## src/rtl/sram_axi_pkg.sv

```systemverilog
`default_nettype none
// ============================================================================
// Module   : sram_axi_pkg
// Purpose  : Shared types and constants for the SRAM-to-AXI3 bridge.
//            Holds the read/write FSM state encodings, the AXI ID assignment
//            of the two requesters and the fixed burst attributes.
// Ports    : none (package)
// Revision : 1.0 - initial release
// ============================================================================
package sram_axi_pkg;

  typedef enum logic [1:0] {
    RD_IDLE = 2'd0,
    RD_AR   = 2'd1,
    RD_R    = 2'd2
  } rd_state_t;

  typedef enum logic [1:0] {
    WR_IDLE = 2'd0,
    WR_AW   = 2'd1,
    WR_B    = 2'd2
  } wr_state_t;

  localparam logic [3:0] AXI_ID_INST    = 4'd0;
  localparam logic [3:0] AXI_ID_DATA    = 4'd1;
  localparam logic [1:0] AXI_BURST_INCR = 2'b01;
  localparam logic [7:0] AXI_LEN_SINGLE = 8'd0;

endpackage
`default_nettype wire

```

## src/rtl/sram_axi_arbiter_wr_chan.sv

```systemverilog
`default_nettype none
// ============================================================================
// Module   : sram_axi_wr_chan
// Purpose  : Single-beat AXI3 write sequencer. Latches one data-port write,
//            drives AW and W concurrently (each channel drops its valid on
//            its own handshake), then waits for B.
// Ports    : clk, reset        - clock, async active-high reset
//            start             - accept a write (only asserted while idle)
//            req_addr/size/wstrb/wdata - write request payload
//            awaddr/awsize/awvalid/awready - AW channel
//            wdata/wstrb/wvalid/wready     - W channel
//            bvalid/bready     - B channel
//            busy              - a write is outstanding (WR_AW or WR_B)
//            done              - B handshake this cycle (data_ok source)
// Revision : 1.0 - initial release
// ============================================================================
module sram_axi_wr_chan
  import sram_axi_pkg::*;
(
  input  logic        clk,
  input  logic        reset,
  input  logic        start,
  input  logic [31:0] req_addr,
  input  logic [1:0]  req_size,
  input  logic [3:0]  req_wstrb,
  input  logic [31:0] req_wdata,
  output logic [31:0] awaddr,
  output logic [2:0]  awsize,
  output logic        awvalid,
  input  logic        awready,
  output logic [31:0] wdata,
  output logic [3:0]  wstrb,
  output logic        wvalid,
  input  logic        wready,
  input  logic        bvalid,
  output logic        bready,
  output logic        busy,
  output logic        done
);

  wr_state_t  state, state_nxt;
  logic       aw_done, w_done;   // channel handshake already completed
  logic [1:0] size_q;

  always_ff @(posedge clk or posedge reset) begin
    if (reset) begin
      state   <= WR_IDLE;
      aw_done <= 1'b0;
      w_done  <= 1'b0;
      awaddr  <= 32'd0;
      size_q  <= 2'd0;
      wdata   <= 32'd0;
      wstrb   <= 4'd0;
    end else begin
      state <= state_nxt;
      if (start) begin
        awaddr  <= req_addr;
        size_q  <= req_size;
        wdata   <= req_wdata;
        wstrb   <= req_wstrb;
        aw_done <= 1'b0;
        w_done  <= 1'b0;
      end else begin
        if (awvalid && awready) aw_done <= 1'b1;
        if (wvalid && wready)   w_done  <= 1'b1;
      end
    end
  end

  always_comb begin
    state_nxt = state;
    awvalid   = 1'b0;
    wvalid    = 1'b0;
    bready    = 1'b0;
    done      = 1'b0;
    case (state)
      WR_IDLE: if (start) state_nxt = WR_AW;
      WR_AW: begin
        awvalid = ~aw_done;
        wvalid  = ~w_done;
        // Leave once each channel has either finished earlier or finishes now.
        if ((aw_done || awready) && (w_done || wready)) state_nxt = WR_B;
      end
      WR_B: begin
        bready = 1'b1;
        if (bvalid) begin
          done      = 1'b1;
          state_nxt = WR_IDLE;
        end
      end
      default: state_nxt = WR_IDLE;
    endcase
  end

  assign busy   = (state != WR_IDLE);
  assign awsize = {1'b0, size_q};

endmodule
`default_nettype wire

```

## src/rtl/sram_axi_arbiter.sv

```systemverilog
`default_nettype none
// ============================================================================
// Module   : sram_axi_arbiter
// Purpose  : Bridges the instruction and data SRAM-like ports onto one 32-bit
//            AXI3 master. Reads are arbitrated (data first) through a single
//            read FSM; data writes go through sram_axi_wr_chan. At most one
//            read and one write are outstanding.
// Config   : SRAM_AXI_RAW_ADDR_EN - when defined, an instruction read is held
//            off only if its word address matches the pending write; when
//            undefined, any outstanding write holds instruction reads off.
// Ports    : clk, reset (async, active-high)
//            inst_sram_*  - instruction fetch port (read only)
//            data_sram_*  - data load/store port
//            ar*/r*       - AXI read address / read data channels
//            aw*/w*/b*    - AXI write address / data / response channels
// Revision : 1.0 - initial release
// ============================================================================
module sram_axi_arbiter
  import sram_axi_pkg::*;
(
  input  logic        clk,
  input  logic        reset,
  input  logic        inst_sram_req,
  input  logic        inst_sram_wr,
  input  logic [1:0]  inst_sram_size,
  input  logic [3:0]  inst_sram_wstrb,
  input  logic [31:0] inst_sram_addr,
  input  logic [31:0] inst_sram_wdata,
  output logic        inst_sram_addr_ok,
  output logic        inst_sram_data_ok,
  output logic [31:0] inst_sram_rdata,
  input  logic        data_sram_req,
  input  logic        data_sram_wr,
  input  logic [1:0]  data_sram_size,
  input  logic [3:0]  data_sram_wstrb,
  input  logic [31:0] data_sram_addr,
  input  logic [31:0] data_sram_wdata,
  output logic        data_sram_addr_ok,
  output logic        data_sram_data_ok,
  output logic [31:0] data_sram_rdata,
  output logic [3:0]  arid,
  output logic [31:0] araddr,
  output logic [3:0]  arlen,
  output logic [2:0]  arsize,
  output logic [1:0]  arburst,
  output logic [1:0]  arlock,
  output logic [3:0]  arcache,
  output logic [2:0]  arprot,
  output logic        arvalid,
  input  logic        arready,
  input  logic [3:0]  rid,
  input  logic [31:0] rdata,
  input  logic [1:0]  rresp,
  input  logic        rlast,
  input  logic        rvalid,
  output logic        rready,
  output logic [3:0]  awid,
  output logic [31:0] awaddr,
  output logic [3:0]  awlen,
  output logic [2:0]  awsize,
  output logic [1:0]  awburst,
  output logic [1:0]  awlock,
  output logic [3:0]  awcache,
  output logic [2:0]  awprot,
  output logic        awvalid,
  input  logic        awready,
  output logic [3:0]  wid,
  output logic [31:0] wdata,
  output logic [3:0]  wstrb,
  output logic        wlast,
  output logic        wvalid,
  input  logic        wready,
  input  logic [3:0]  bid,
  input  logic [1:0]  bresp,
  input  logic        bvalid,
  output logic        bready
);

  rd_state_t   rd_state, rd_state_nxt;
  logic [31:0] rd_addr;
  logic [1:0]  rd_size;
  logic [3:0]  rd_id;
  logic        rd_ok_data, rd_ok_inst;

  logic wr_busy, wr_done, wr_start;
  logic data_rd_req, data_wr_req, data_rd_pending, data_busy;
  logic data_rd_grant, inst_rd_grant, inst_raw_block;

  assign data_rd_req     = data_sram_req & ~data_sram_wr;
  assign data_wr_req     = data_sram_req &  data_sram_wr;
  assign data_rd_pending = (rd_state != RD_IDLE) && (rd_id == AXI_ID_DATA);
  // Any outstanding data transaction stalls the data port: keeps responses in order.
  assign data_busy       = data_rd_pending | wr_busy;

`ifdef SRAM_AXI_RAW_ADDR_EN
  assign inst_raw_block = wr_busy && (inst_sram_addr[31:2] == awaddr[31:2]);
`else
  assign inst_raw_block = wr_busy;
`endif

  assign data_rd_grant = ~reset & data_rd_req & ~data_busy & (rd_state == RD_IDLE);
  assign inst_rd_grant = ~reset & inst_sram_req & ~data_rd_grant & ~inst_raw_block
                       & (rd_state == RD_IDLE);
  assign wr_start      = ~reset & data_wr_req & ~data_busy;

  assign inst_sram_addr_ok = inst_rd_grant;
  assign data_sram_addr_ok = data_rd_grant | wr_start;

  // Read FSM: state and latched request
  always_ff @(posedge clk or posedge reset) begin
    if (reset) begin
      rd_state <= RD_IDLE;
      rd_addr  <= 32'd0;
      rd_size  <= 2'd0;
      rd_id    <= AXI_ID_INST;
    end else begin
      rd_state <= rd_state_nxt;
      if (data_rd_grant) begin
        rd_addr <= data_sram_addr;
        rd_size <= data_sram_size;
        rd_id   <= AXI_ID_DATA;
      end else if (inst_rd_grant) begin
        rd_addr <= inst_sram_addr;
        rd_size <= inst_sram_size;
        rd_id   <= AXI_ID_INST;
      end
    end
  end

  always_comb begin
    rd_state_nxt = rd_state;
    arvalid      = 1'b0;
    rready       = 1'b0;
    rd_ok_data   = 1'b0;
    rd_ok_inst   = 1'b0;
    case (rd_state)
      RD_IDLE: if (data_rd_grant || inst_rd_grant) rd_state_nxt = RD_AR;
      RD_AR: begin
        arvalid = 1'b1;
        if (arready) rd_state_nxt = RD_R;
      end
      RD_R: begin
        rready = 1'b1;
        if (rvalid) begin
          rd_ok_data   = (rid == AXI_ID_DATA);
          rd_ok_inst   = (rid == AXI_ID_INST);
          rd_state_nxt = RD_IDLE;
        end
      end
      default: rd_state_nxt = RD_IDLE;
    endcase
  end

  sram_axi_wr_chan u_wr_chan (
    .clk       (clk),
    .reset     (reset),
    .start     (wr_start),
    .req_addr  (data_sram_addr),
    .req_size  (data_sram_size),
    .req_wstrb (data_sram_wstrb),
    .req_wdata (data_sram_wdata),
    .awaddr    (awaddr),
    .awsize    (awsize),
    .awvalid   (awvalid),
    .awready   (awready),
    .wdata     (wdata),
    .wstrb     (wstrb),
    .wvalid    (wvalid),
    .wready    (wready),
    .bvalid    (bvalid),
    .bready    (bready),
    .busy      (wr_busy),
    .done      (wr_done)
  );

  // Read data and write response can never both belong to the data port.
  assign inst_sram_data_ok = rd_ok_inst;
  assign data_sram_data_ok = rd_ok_data | wr_done;
  assign inst_sram_rdata   = rdata;
  assign data_sram_rdata   = rdata;

  assign arid    = rd_id;
  assign araddr  = rd_addr;
  assign arsize  = {1'b0, rd_size};
  assign arlen   = AXI_LEN_SINGLE[3:0];
  assign arburst = AXI_BURST_INCR;
  assign arlock  = 2'd0;
  assign arcache = 4'd0;
  assign arprot  = 3'd0;

  assign awid    = AXI_ID_DATA;
  assign awlen   = AXI_LEN_SINGLE[3:0];
  assign awburst = AXI_BURST_INCR;
  assign awlock  = 2'd0;
  assign awcache = 4'd0;
  assign awprot  = 3'd0;
  assign wid     = AXI_ID_DATA;
  assign wlast   = 1'b1;

  logic unused_inputs;
  assign unused_inputs = ^{inst_sram_wr, inst_sram_wstrb, inst_sram_wdata,
                           rresp, rlast, bid, bresp};

endmodule
`default_nettype wire
```

## config.mk

```make
export PLATFORM = sky130hd
export DESIGN_NAME = sram_axi_arbiter
export DESIGN_NICKNAME = d
export VERILOG_FILES = /design/src/rtl/sram_axi_pkg.sv /design/src/rtl/sram_axi_arbiter_wr_chan.sv /design/src/rtl/sram_axi_arbiter.sv
export SDC_FILE = /design/constraint.sdc
export NUM_CORES = 1
export LEC_CHECK = 0
export BUFFER_PORTS_ARGS = -buffer_cell sky130_fd_sc_hd__buf_2
export CORE_AREA = 10 10 152 154
export DETAILED_ROUTE_END_ITERATION = 16
export DIE_AREA = 0 0 162 164
export GPL_TIMING_DRIVEN = 0
export PLACE_DENSITY = 0.62
export SYNTH_ARGS = -nofsm -noshare
export SYNTH_HDL_FRONTEND = slang
export SYNTH_HIERARCHICAL = 1
export SYNTH_SLANG_ARGS = --single-unit
```

## constraint.sdc

```tcl
create_clock -name clk -period 3.7 [get_ports clk]
set_input_delay 0.185 -clock clk [delete_from_list [all_inputs] [get_ports clk]]
set_output_delay 0.185 -clock clk [all_outputs]
set_load 0.005 [all_outputs]
```

==> summary.txt, run 1 <==
Status
  • Outcome: finished clean

Critical path
  • Worst setup EP type: flop
  • Arr. time, crit path: 3.42 ns
  • CP Buf/Inv Count: 4
  • Slowest cell on crit path: dfrtp_1
  • Setup crit start kind: flop
  • Critical path type: flop to flop
  • Critical path required time: 3.94 ns
  • Cell Chain, Critical Path: or2_2, or3b_2, clkbuf_1, clkbuf_1, a211oi_1, buf_6, buf_6, mux2_4
  • Crit-path max FO: 10
  • CP peak stage delay: 0.46 ns
  • CP delay by family, top: buffers and inverters

Global routing
  • First-pass GRT wire length: 32570 um
  • Total gr overflow: 0
  • Initial antenna violation count: 3
  • Vias in the first global route: 5420
  • Pin count of the biggest net entering global routing: 51
  • GRT Util Overall: 0.1585

Floorplan
  • Core region area: 20040 um2
  • Initial Util: 0.2917
  • Num rows: 52
  • I/O pin count: 418
  • Chip width: 162 um
  • Die area: 26570 um2
  • Die height: 164 um

Timing
  • Setup TNS: 0 ns
  • Min Hold Slack: 0.06058 ns
  • Final hold vios: 0
  • Tcrit/Tclk final: 0.8594
  • Max-Slew Margin vs Limit: 0.2437
  • Fin crit period: 3.180 ns
  • F_max: 0.3145 GHz
  • Slew @ Worst Pin: 1.125 ns
  • Slew Viols, Final: 0
  • Final setup fails: 0
  • RSZ-0062 raised after global routing: false
  • Skew final: 0.009182 ns

Layout
  • Area grow syn2layout: 39.88%
  • Ratio of cells with drive above 1 in the final layout: 0.5942
  • Commonest non-fill, non-tap cell in the layout: buf_2
  • Most frequent cells in the layout: buf_2 (297), dfrtp_1 (111), buf_4 (108)
  • Fill count: 2019
  • Fin nets: 1052

Routing
  • DR pass1 iterations: 4
  • Wire per inst: 19.57 um
  • First-iteration detailed-routing DRC count: 248
  • DRC violations left: 0
  • DRT Wirelength: 22170 um
  • Vias per inst: 4.394
  • Post-route ant nets: 0
  • Via total after detailed routing: 4978

Clocking
  • Post CTS Setup Buffer Count: 0
  • Post-CTS Resized: 0
  • CTS Hold Buffers Added: 1
  • Max clock buf depth: 2
  • CTS H-tree lvls: 3
  • TritonCTS buffer count: 9
  • Clock root buffer: clkbuf_16
  • CTS tree: built
  • Clock transition at path regs: 0.08 ns
  • Clock sink count: 111
  • Later-pin clock latency in the skew report: 0.35 ns

Synthesis
  • Number of synthesized register bits: 111
  • Number of synthesized flops with an enable pin: 0
  • Multiplexer share of the synthesized area: 0.1779
  • Syn_area_per_cell: 11.53 um2
  • Gate Count Post-Synth: 507
  • Synth warnings: 6
  • Compound-Gate Fraction of Synth Area: 0.08027
  • Synth Area in XOR/XNOR: 0
  • Largest family of logic cells by synthesized area: buffers and inverters
  • Synth top area cells: dfrtp_1 (48%), mux2_4 (17%), buf_4 (14%)
  • Synth Flop Type: dfrtp_1
  • Yosys top cell by area: dfrtp_1
  • Asr flop ratio synth: 1.000
  • Share of the synthesized area in the top cell type: 0.4752
  • Simple-gate share of the synthesized area: 0.08369
  • Synthesized area: 5846 um2
  • Adder-cell share of the synthesized area: 0
  • Seq/Total Area, Yosys: 0.4752
  • Synth cell types: 35

Placement
  • Post-DP HPWL: 17450 um
  • GP Congestion: 0.8013
  • Port Buffers: 294

Pwr
  • Comb power frac: 0.446
  • Leakage Power: 4.210 nW
  • P_int: 0.003760 W
  • Switching share of total power: 0.3484
  • Switching pwr: 0.002011 W
  • Clock share of power: 0.177
  • Power per cell area: 705.7 nW/um2
  • Worst vdd ir: 251.0 uV
  • Sequential share of power: 0.377

Job
  • Total of max-cap violations: 0

Hold path
  • HP Class: input port to flop
## path summary, 6_finish.rpt
| path | from | to | slack [ns] | cells after the start |
|---|---|---|---|---|
| setup / recovery | u_wr_chan/state[0] | u_wr_chan/awaddr[11] | 0.52 | 8 |
| hold / removal | data_sram_wdata[29] | u_wr_chan/wdata[29] | 0.06 | 2 |
| setup reg to reg | u_wr_chan/state[0] | u_wr_chan/awaddr[11] | 0.52 | 8 |
| hold reg to reg | u_wr_chan/awaddr[6] | u_wr_chan/awaddr[6] | 0.51 | 1 |
| max in group asynchronous | reset | u_wr_chan/awaddr[29] | 2.63 | 4 |
| min in group asynchronous | reset | araddr[9] | 0.48 | 3 |
## power groups by stage
| stage | clock network (W) | registers [W] | logic, W |
|---|---|---|---|
| global route | 0.00111 | 0.00226 | 0.00283 |
| detailed placement | 0 | 0.00219 | 0.00263 |
| floorplan | 0 | 0.00222 | 0.00138 |
| global placement | 0 | 0.00216 | 0.00260 |
| finish | 0.00102 | 0.00217 | 0.00258 |
| CTS | 0.00106 | 0.00218 | 0.00264 |
## worst reg2reg max path: stages, from the launching register on
cell and delay, ns:
dfrtp_1 0.46, or2_2 0.36, or3b_2 0.46, clkbuf_1 0.33, clkbuf_1 0.35, a211oi_1 0.33, buf_6 0.22, buf_6 0.23
mux2_4 0.33
## cells in the mapped netlist (2+ instances only)
cell type	instances
nand3_1	34
o21ai_0	29
o21ai_1	5
buf_6	11
mux2_4	67
nand2_1	2
nand2b_1	2
nor2b_1	3
nor3_1	34
a31oi_1	34
inv_1	9
nand3b_1	2
dfrtp_1	111
buf_2	3
a21oi_1	3
or2_2	2
nor2_1	7
buf_4	108
a22o_1	2
conb_1	3
clkbuf_1	20
mux2_2	3
## layout make-up
type	count	area, um2	area share
plain buffers	142	1025	0.1253
clock inverters	6	75.07	0.009181
diodes	3	7.507	0.0009181
inverters	9	36.28	0.004438
well taps	270	337.8	0.04132
multi-input cells	286	2163	0.2646
clock buffers	9	225.2	0.02754
flip-flops and latches	111	2778	0.3397
repair buffers	297	1529	0.1870
## state kept, by name, summed over array words and instances, names as in the netlist
name               flops
araddr                32
u_wr_chan/awaddr      32
u_wr_chan/wdata       32
u_wr_chan/wstrb        4
rd_size                2
rd_state               2
u_wr_chan/size_q       2
u_wr_chan/state        2
arid                   1
u_wr_chan/aw_done      1
u_wr_chan/w_done       1
## layer usage
layer	vias to the layer above	share of wire	GRT usage
li1	2320	-	-
met1	2362	0.40	0.1813
met2	272	0.48	0.2636
met3	22	0.11	0.06909
met4	2	0.016	0.04673
met5	-	0.00059	0
## cells by family (layout without fill, tap and decap cells)
kind of cell	Yosys count	count (layout)
AOI/OAI and AO/OA	79	79
buffers and inverters	151	463
DFF	111	111
muxes	70	70
other	3	47
and+or+nand+nor	93	93
## per-stage QoR
step / util / total power (W) / worst slack, ns / cells / area, um2
floorplan: - / 0.003599 / 1.058 / 548 / 6000
global placement: 0.3897 / 0.004764 / 0.3235 / 1112 / 7809
detailed placement: 0.3922 / 0.004818 / 0.4804 / 1114 / 7859
CTS: 0.4077 / 0.005874 / 0.4649 / 1130 / 8169
global route: 0.4079 / 0.006199 / 0.3043 / 1132 / 8174
finish: 0.4080 / 0.005770 / 0.5201 / 1133 / 8177
Note: power is estimated with default switching activity, not from simulation.
==> run 2, diff against run 1 <==
- CORE_AREA: 10 10 152 154 -> 10 10 155 157
- DIE_AREA: 0 0 162 164 -> 0 0 165 167
- PLACE_DENSITY: 0.62 -> 0.58
- SYNTH_HIERARCHICAL: 1 -> unset
==> summary.txt, run 2 <==
Status
  • Outcome: finished clean (unchanged)

Layout
  • Fin nets: 1048 (was 1052)
  • Area grow syn2layout: 41.68% (was 39.88%)
  • Most frequent cells in the layout: buf_2 (302), dfrtp_1 (111), buf_4 (108) (was buf_2 (297), dfrtp_1 (111), buf_4 (108))
  • Area occupied by multi-input gates: 1952 um2 (was 2163 um2)
  • Finished Core Util: 0.3797 (was 0.4080)
  • Commonest non-fill, non-tap cell in the layout: buf_2 (unchanged)
  • Ratio of cells with drive above 1 in the final layout: 0.5099 (was 0.5942)
  • Fill count: 2161 (was 2019)
  • Post-route design area: 7906 um2 (was 8177 um2)
  • Storage cell area: 2778 um2 (unchanged)

Floorplan
  • Chip width: 165 um (was 162 um)
  • Die area: 27560 um2 (was 26570 um2)
  • Core region area: 20820 um2 (was 20040 um2)
  • Initial Util: 0.2680 (was 0.2917)
  • Num rows: 53 (was 52)
  • I/O pin count: 418 (unchanged)
  • Die height: 167 um (was 164 um)

Critical path
  • Cell Chain, Critical Path: nor2_1, o2111ai_2, buf_2, mux2_1 (was or2_2, or3b_2, clkbuf_1, clkbuf_1, a211oi_1, buf_6, buf_6, mux2_4)
  • Critical path type: flop to flop (unchanged)
  • CP peak stage delay: 0.69 ns (was 0.46 ns)
  • Worst setup EP type: flop (unchanged)
  • Setup crit start kind: flop (unchanged)
  • Slowest cell on crit path: nor2_1 (was dfrtp_1)
  • Critical path required time: 3.94 ns (about the same)
  • Crit-path max FO: 10 (unchanged)
  • Arr. time, crit path: 2.68 ns (was 3.42 ns)

Global routing
  • Total gr overflow: 0 (unchanged)
  • Initial antenna violation count: 2 (was 3)
  • Pin count of the biggest net entering global routing: 78 (was 51)
  • Vias in the first global route: 5223 (was 5420)
  • First-pass GRT wire length: 32040 um (was 32570 um)
  • GRT Util Overall: 0.1484 (was 0.1585)

Job
  • Total of max-cap violations: 0 (unchanged)

Synthesis
  • Post-synth top cells: dfrtp_1 (111), buf_4 (108), mux2_1 (67) (was dfrtp_1 (111), buf_4 (108), mux2_4 (67))
  • Number of synthesized flops with an enable pin: 0 (unchanged)
  • Yosys top cell by area: dfrtp_1 (unchanged)
  • Number of synthesized register bits: 111 (unchanged)
  • Synth top area cells: dfrtp_1 (50%), buf_4 (15%), mux2_1 (14%) (was dfrtp_1 (48%), mux2_4 (17%), buf_4 (14%))
  • Synth cell types: 33 (was 35)
  • Seq/Total Area, Yosys: 0.4978 (was 0.4752)
  • Gate Count Post-Synth: 503 (was 507)
  • Synth Flop Type: dfrtp_1 (unchanged)
  • Asr flop ratio synth: 1.000 (unchanged)
  • Share of the synthesized area in the top cell type: 0.4978 (was 0.4752)
  • Syn_area_per_cell: 11.09 um2 (was 11.53 um2)
  • Synthesized area: 5580 um2 (was 5846 um2)
  • Most common cell in the netlist: dfrtp_1 (unchanged)
  • Synth warnings: 0 (was 6)

Timing
  • Max-Slew Margin vs Limit: 0.4181 (was 0.2437)
  • Final setup fails: 0 (unchanged)
  • Skew final: 0.009654 ns (was 0.009182 ns)
  • Slew Viols, Final: 0 (unchanged)
  • F_max: 0.4099 GHz (was 0.3145 GHz)
  • Slew @ Worst Pin: 0.8697 ns (was 1.125 ns)
  • RSZ-0062 raised after global routing: false (unchanged)
  • Fin crit period: 2.440 ns (was 3.180 ns)
  • Final hold vios: 0 (unchanged)
  • Tcrit/Tclk final: 0.6594 (was 0.8594)

Placement
  • Post-DP HPWL: 17220 um (was 17450 um)
  • Port Buffers: 294 (unchanged)
  • Dpl cell area: 7586 um2 (was 7859 um2)
  • GP Congestion: 0.7612 (was 0.8013)

Clocking
  • TritonCTS buffer count: 9 (unchanged)
  • Clock sink count: 111 (unchanged)
  • Post CTS Setup Buffer Count: 0 (unchanged)
  • Clock root buffer: clkbuf_16 (unchanged)
  • Post-CTS Resized: 0 (unchanged)
  • Max clock buf depth: 2 (unchanged)
  • Later-pin clock latency in the skew report: 0.36 ns (was 0.35 ns)
  • CTS tree: built (unchanged)
  • CTS H-tree lvls: 3 (unchanged)
  • CTS Hold Buffers Added: 1 (unchanged)
  • Clock transition at path regs: 0.08 ns (about the same)

Hold path
  • HP Class: input port to flop (unchanged)

Routing
  • Vias per inst: 4.401 (was 4.394)
  • Post-route ant nets: 0 (unchanged)
  • Via total after detailed routing: 4995 (was 4978)
  • DRT Wirelength: 21520 um (was 22170 um)
  • DR pass1 iterations: 4 (unchanged)
  • Wire per inst: 18.96 um (was 19.57 um)
  • DRC violations left: 0 (unchanged)
  • First-iteration detailed-routing DRC count: 223 (was 248)

Pwr
  • Leakage Power: 3.992 nW (was 4.210 nW)
  • Worst vdd ir: 229.3 uV (was 251.0 uV)
  • Tot Pwr: 0.005364 W (was 0.005770 W)
  • Power per cell area: 678.4 nW/um2 (was 705.7 nW/um2)
run 2: final cells by class:
class	instances	share of cell area
Clock inverter	7	0.009812
Inverter	5	0.003007
Multi-Input combinational cell	284	0.2469
Antenna cell	3	0.0009495
Clock buffer	9	0.02849
Sequential cell	111	0.3513
Timing Repair Buffer	296	0.1909
Tap cell	275	0.04352
Buffer	145	0.1252
run 2: where the power goes:
group	switching [W]	internal [W]	leakage, nW
logic	0.00117	0.00103	2.52
clock network	0.000487	0.000534	0.147
registers	0.000315	0.00183	1.33
run 2: worst paths after layout:
kind / start / end / slack, ns / cells past startpoint
max: rd_state[1] / u_wr_chan.awaddr[21] / 1.26 / 4
min: data_sram_wdata[18] / u_wr_chan.wdata[18] / 0.03 / 2
max reg2reg: rd_state[1] / u_wr_chan.awaddr[21] / 1.26 / 4
min reg2reg: u_wr_chan.awaddr[18] / u_wr_chan.awaddr[18] / 0.49 / 1
max in group asynchronous: reset / araddr[1] / 2.58 / 4
min in group asynchronous: reset / u_wr_chan.awaddr[27] / 0.41 / 3
run 2: logic make-up after synthesis:
kind of cell    Yosys count  synth area share
simple gates             91           0.09417
flops                   111            0.4978
buf+inv                 150            0.1807
compound gates           79           0.08475
mux                      70            0.1413
other cells               2          0.001346
run 2: worst max-delay path, delay by kind of cell, from the launching register on:
kind            cells  cell delay, ns
compound gates      1            0.48
buf+inv             1            0.38
simple gates        1            0.69
mux                 1            0.35
flops               1            0.42
run 2: stage by stage:
step | TNS [ns] | cells | hold slack [ns] | worst slack (ns)
after CTS | 0 | 1132 | 0.01732 | 1.104
after global placement | -132.98 | 1114 | 0.3968 | -1.209
final | 0 | 1135 | 0.03134 | 1.260
after global routing | 0 | 1132 | 0.01124 | 1.014
after floorplan | 0 | 545 | 0.2960 | 0.5843
after detailed placement | 0 | 1115 | 0.2409 | 1.121
run 2: routing by layer:
| metal | share of wire | track usage |
|---|---|---|
| met5 | 0 | 0 |
| met4 | 0.011 | 0.02773 |
| met3 | 0.12 | 0.06435 |
| met1 | 0.38 | 0.1669 |
| met2 | 0.49 | 0.2547 |
==> run 3, diff against run 2 <==
- CORE_AREA: 10 10 155 157 -> 10 10 154 156
- DIE_AREA: 0 0 165 167 -> 0 0 164 166
- PLACE_DENSITY: 0.58 -> 0.61
- clock period: 3.7 -> 2.15 ns (I/O delays scaled with it)
==> summary.txt, run 3 (synthesis gave the netlist of run 2 again) <==
Status
  • Outcome: finished clean (unchanged)

Timing
  • Slew @ Worst Pin: 0.6104 ns (was 0.8697 ns)
  • F_max: 0.4835 GHz
  • Fin crit period: 2.068 ns
  • Final hold vios: 0 (unchanged)
  • Max-Slew Margin vs Limit: 0.5930 (was 0.4181)
  • Final setup fails: 0 (unchanged)
  • Fin worst setup slack: 0.08158 ns (was 1.260 ns)
  • Slew Viols, Final: 0 (unchanged)
  • Skew final: 0.006159 ns (was 0.009654 ns)
  • Tcrit/Tclk final: 0.9621
  • Min Hold Slack: 0.01220 ns (was 0.03134 ns)

Floorplan
  • Chip width: 164 um (was 165 um)
  • Num rows: 53 (unchanged)
  • I/O pin count: 418 (unchanged)
  • Initial Util: 0.2697 (was 0.2680)
  • Die area: 27220 um2 (was 27560 um2)
  • Die height: 166 um (was 167 um)
  • Core region area: 20690 um2 (was 20820 um2)

Critical path
  • R2r setup slk: 0.15 ns (was 1.26 ns)
  • Cell Chain, Critical Path: or3_4, or2_1, buf_6, nor2b_1, buf_2 (was nor2_1, o2111ai_2, buf_2, mux2_1)
  • Critical path type: flop to output port (was flop to flop)
  • Arr. time, crit path: 1.96 ns (was 2.68 ns)
  • Crit-path max FO: 8 (was 10)
  • CP peak stage delay: 0.49 ns (was 0.69 ns)
  • Critical path required time: 2.04 ns (was 3.94 ns)
  • Worst setup EP type: output port (was flop)
  • Slowest cell on crit path: or3_4 (was nor2_1)
  • Setup crit start kind: flop (unchanged)

Routing
  • DRT Wirelength: 22420 um (was 21520 um)
  • Routed length on met1: 8872 um (was 8282 um)
  • Wire per inst: 18.54 um (was 18.96 um)
  • Metal2 WL: 11090 um (was 10480 um)
  • Uppermost layer routed: met4 (unchanged)
  • DRC violations left: 0 (unchanged)
  • Wire length on met3: 2192 um (was 2523 um)
  • DR pass1 iterations: 4 (unchanged)
  • Post-route ant nets: 0 (unchanged)
  • First-iteration detailed-routing DRC count: 205 (was 223)
  • Via total after detailed routing: 5261 (was 4995)
  • Vias per inst: 4.352 (was 4.401)

Placement
  • Post-DP HPWL: 16950 um (was 17220 um)
  • Dpl cell area: 7617 um2 (was 7586 um2)
  • Port Buffers: 294 (unchanged)
  • GP Congestion: 0.7653 (was 0.7612)
  • Worst slack, placed: -0.4745 ns (was 1.121 ns)

Clocking
  • TritonCTS buffer count: 9 (unchanged)
  • CTS tree: built (unchanged)
  • Later-pin clock latency in the skew report: 0.36 ns (about the same)
  • CTS H-tree lvls: 3 (unchanged)
  • Clock transition at path regs: 0.08 ns (about the same)
  • Clock root buffer: clkbuf_16 (unchanged)
  • Max clock buf depth: 2 (unchanged)
  • Clock sink count: 111 (unchanged)

Hold path
  • HP Class: input port to flop (unchanged)

Job
  • Total of max-cap violations: 0 (unchanged)

Global routing
  • First-pass GRT wire length: 34040 um (was 32040 um)
  • Pin count of the biggest net entering global routing: 37 (was 78)
  • Total gr overflow: 0 (unchanged)
  • Initial antenna violation count: 0 (was 2)
  • Vias in the first global route: 5694 (was 5223)
  • GRT Util Overall: 0.1586 (was 0.1484)

Layout
  • Area grow syn2layout: 55.83% (was 41.68%)
  • Fin nets: 1124 (was 1048)
  • Post-route design area: 8696 um2 (was 7906 um2)
  • Ratio of cells with drive above 1 in the final layout: 0.4845 (was 0.5099)
  • Most frequent cells in the layout: buf_2 (301), buf_4 (116), dfrtp_1 (109) (was buf_2 (302), dfrtp_1 (111), buf_4 (108))
  • Commonest non-fill, non-tap cell in the layout: buf_2 (unchanged)

Pwr
  • Worst vdd ir: 554.4 uV (was 229.3 uV)
  • Power per cell area: 1085 nW/um2 (was 678.4 nW/um2)
  • Tot Pwr: 0.009434 W (was 0.005364 W)
  • Leakage Power: 4.327 nW (was 3.992 nW)
## run 3: repair_timing
action	CTS	global route
resized for setup	9	2
hold buffers	69	0
setup endpoints to repair	79	5
buffers inserted	7	1
pin swaps	3	0
endpoints found under the hold margin	76	0
## run 3: area by class of cell
type	count	area [um2]
timing repair buffer	374	2282
fill	2063	11990
inverter	5	22.52
buffer	143	982.2
sequential	111	2780
antenna	1	2.502
clock inverter	4	36.28
multi-input combinational	284	1979
clock buffer	12	266.5
tap	275	344.1
## run 3: worst max-delay path: cells and delay by family (launching register included)
| kind | cells | cell delay [ns] |
|---|---|---|
| simple gates | 3 | 0.87 |
| buf+inv | 2 | 0.25 |
| flops | 1 | 0.47 |
## run 3: routing by layer
layer / vias to the layer above / global-route usage
met1: 2492 / 0.1835
met5: - / 0
met2: 239 / 0.2737
met3: 22 / 0.05553
met4: 0 / 0.03576
li1: 2508 / -
## run 3: worst paths after layout
path / from / end / cells after the start
setup reg to reg: u_wr_chan.state[0] / araddr[28] / 6
hold reg to reg: u_wr_chan.wdata[15] / u_wr_chan.wdata[15] / 1
hold / removal: data_sram_addr[10] / u_wr_chan.awaddr[10] / 2
max in group asynchronous: reset / araddr[18] / 4
setup / recovery: rd_state[1] / inst_sram_addr_ok / 5
min in group asynchronous: reset / u_wr_chan.w_done / 3
## run 3: per-stage QoR
stage | setup TNS (ns) | std cells | utilization
6_report | 0 | 1209 | 0.4203
5_1_grt | -0.01710 | 1208 | 0.4202
3_5_place_dp | -30.27 | 1117 | 0.3682
4_1_cts | -0.01251 | 1208 | 0.4203
2_1_floorplan | 0 | 545 | -
3_3_place_gp | -66.60 | 1114 | 0.3653
## run 3: power breakdown
group          internal, W  switching [W]  total [W]
logic              0.00193        0.00209    0.00402
clock network     0.000897       0.000838    0.00173
registers          0.00314       0.000534    0.00368
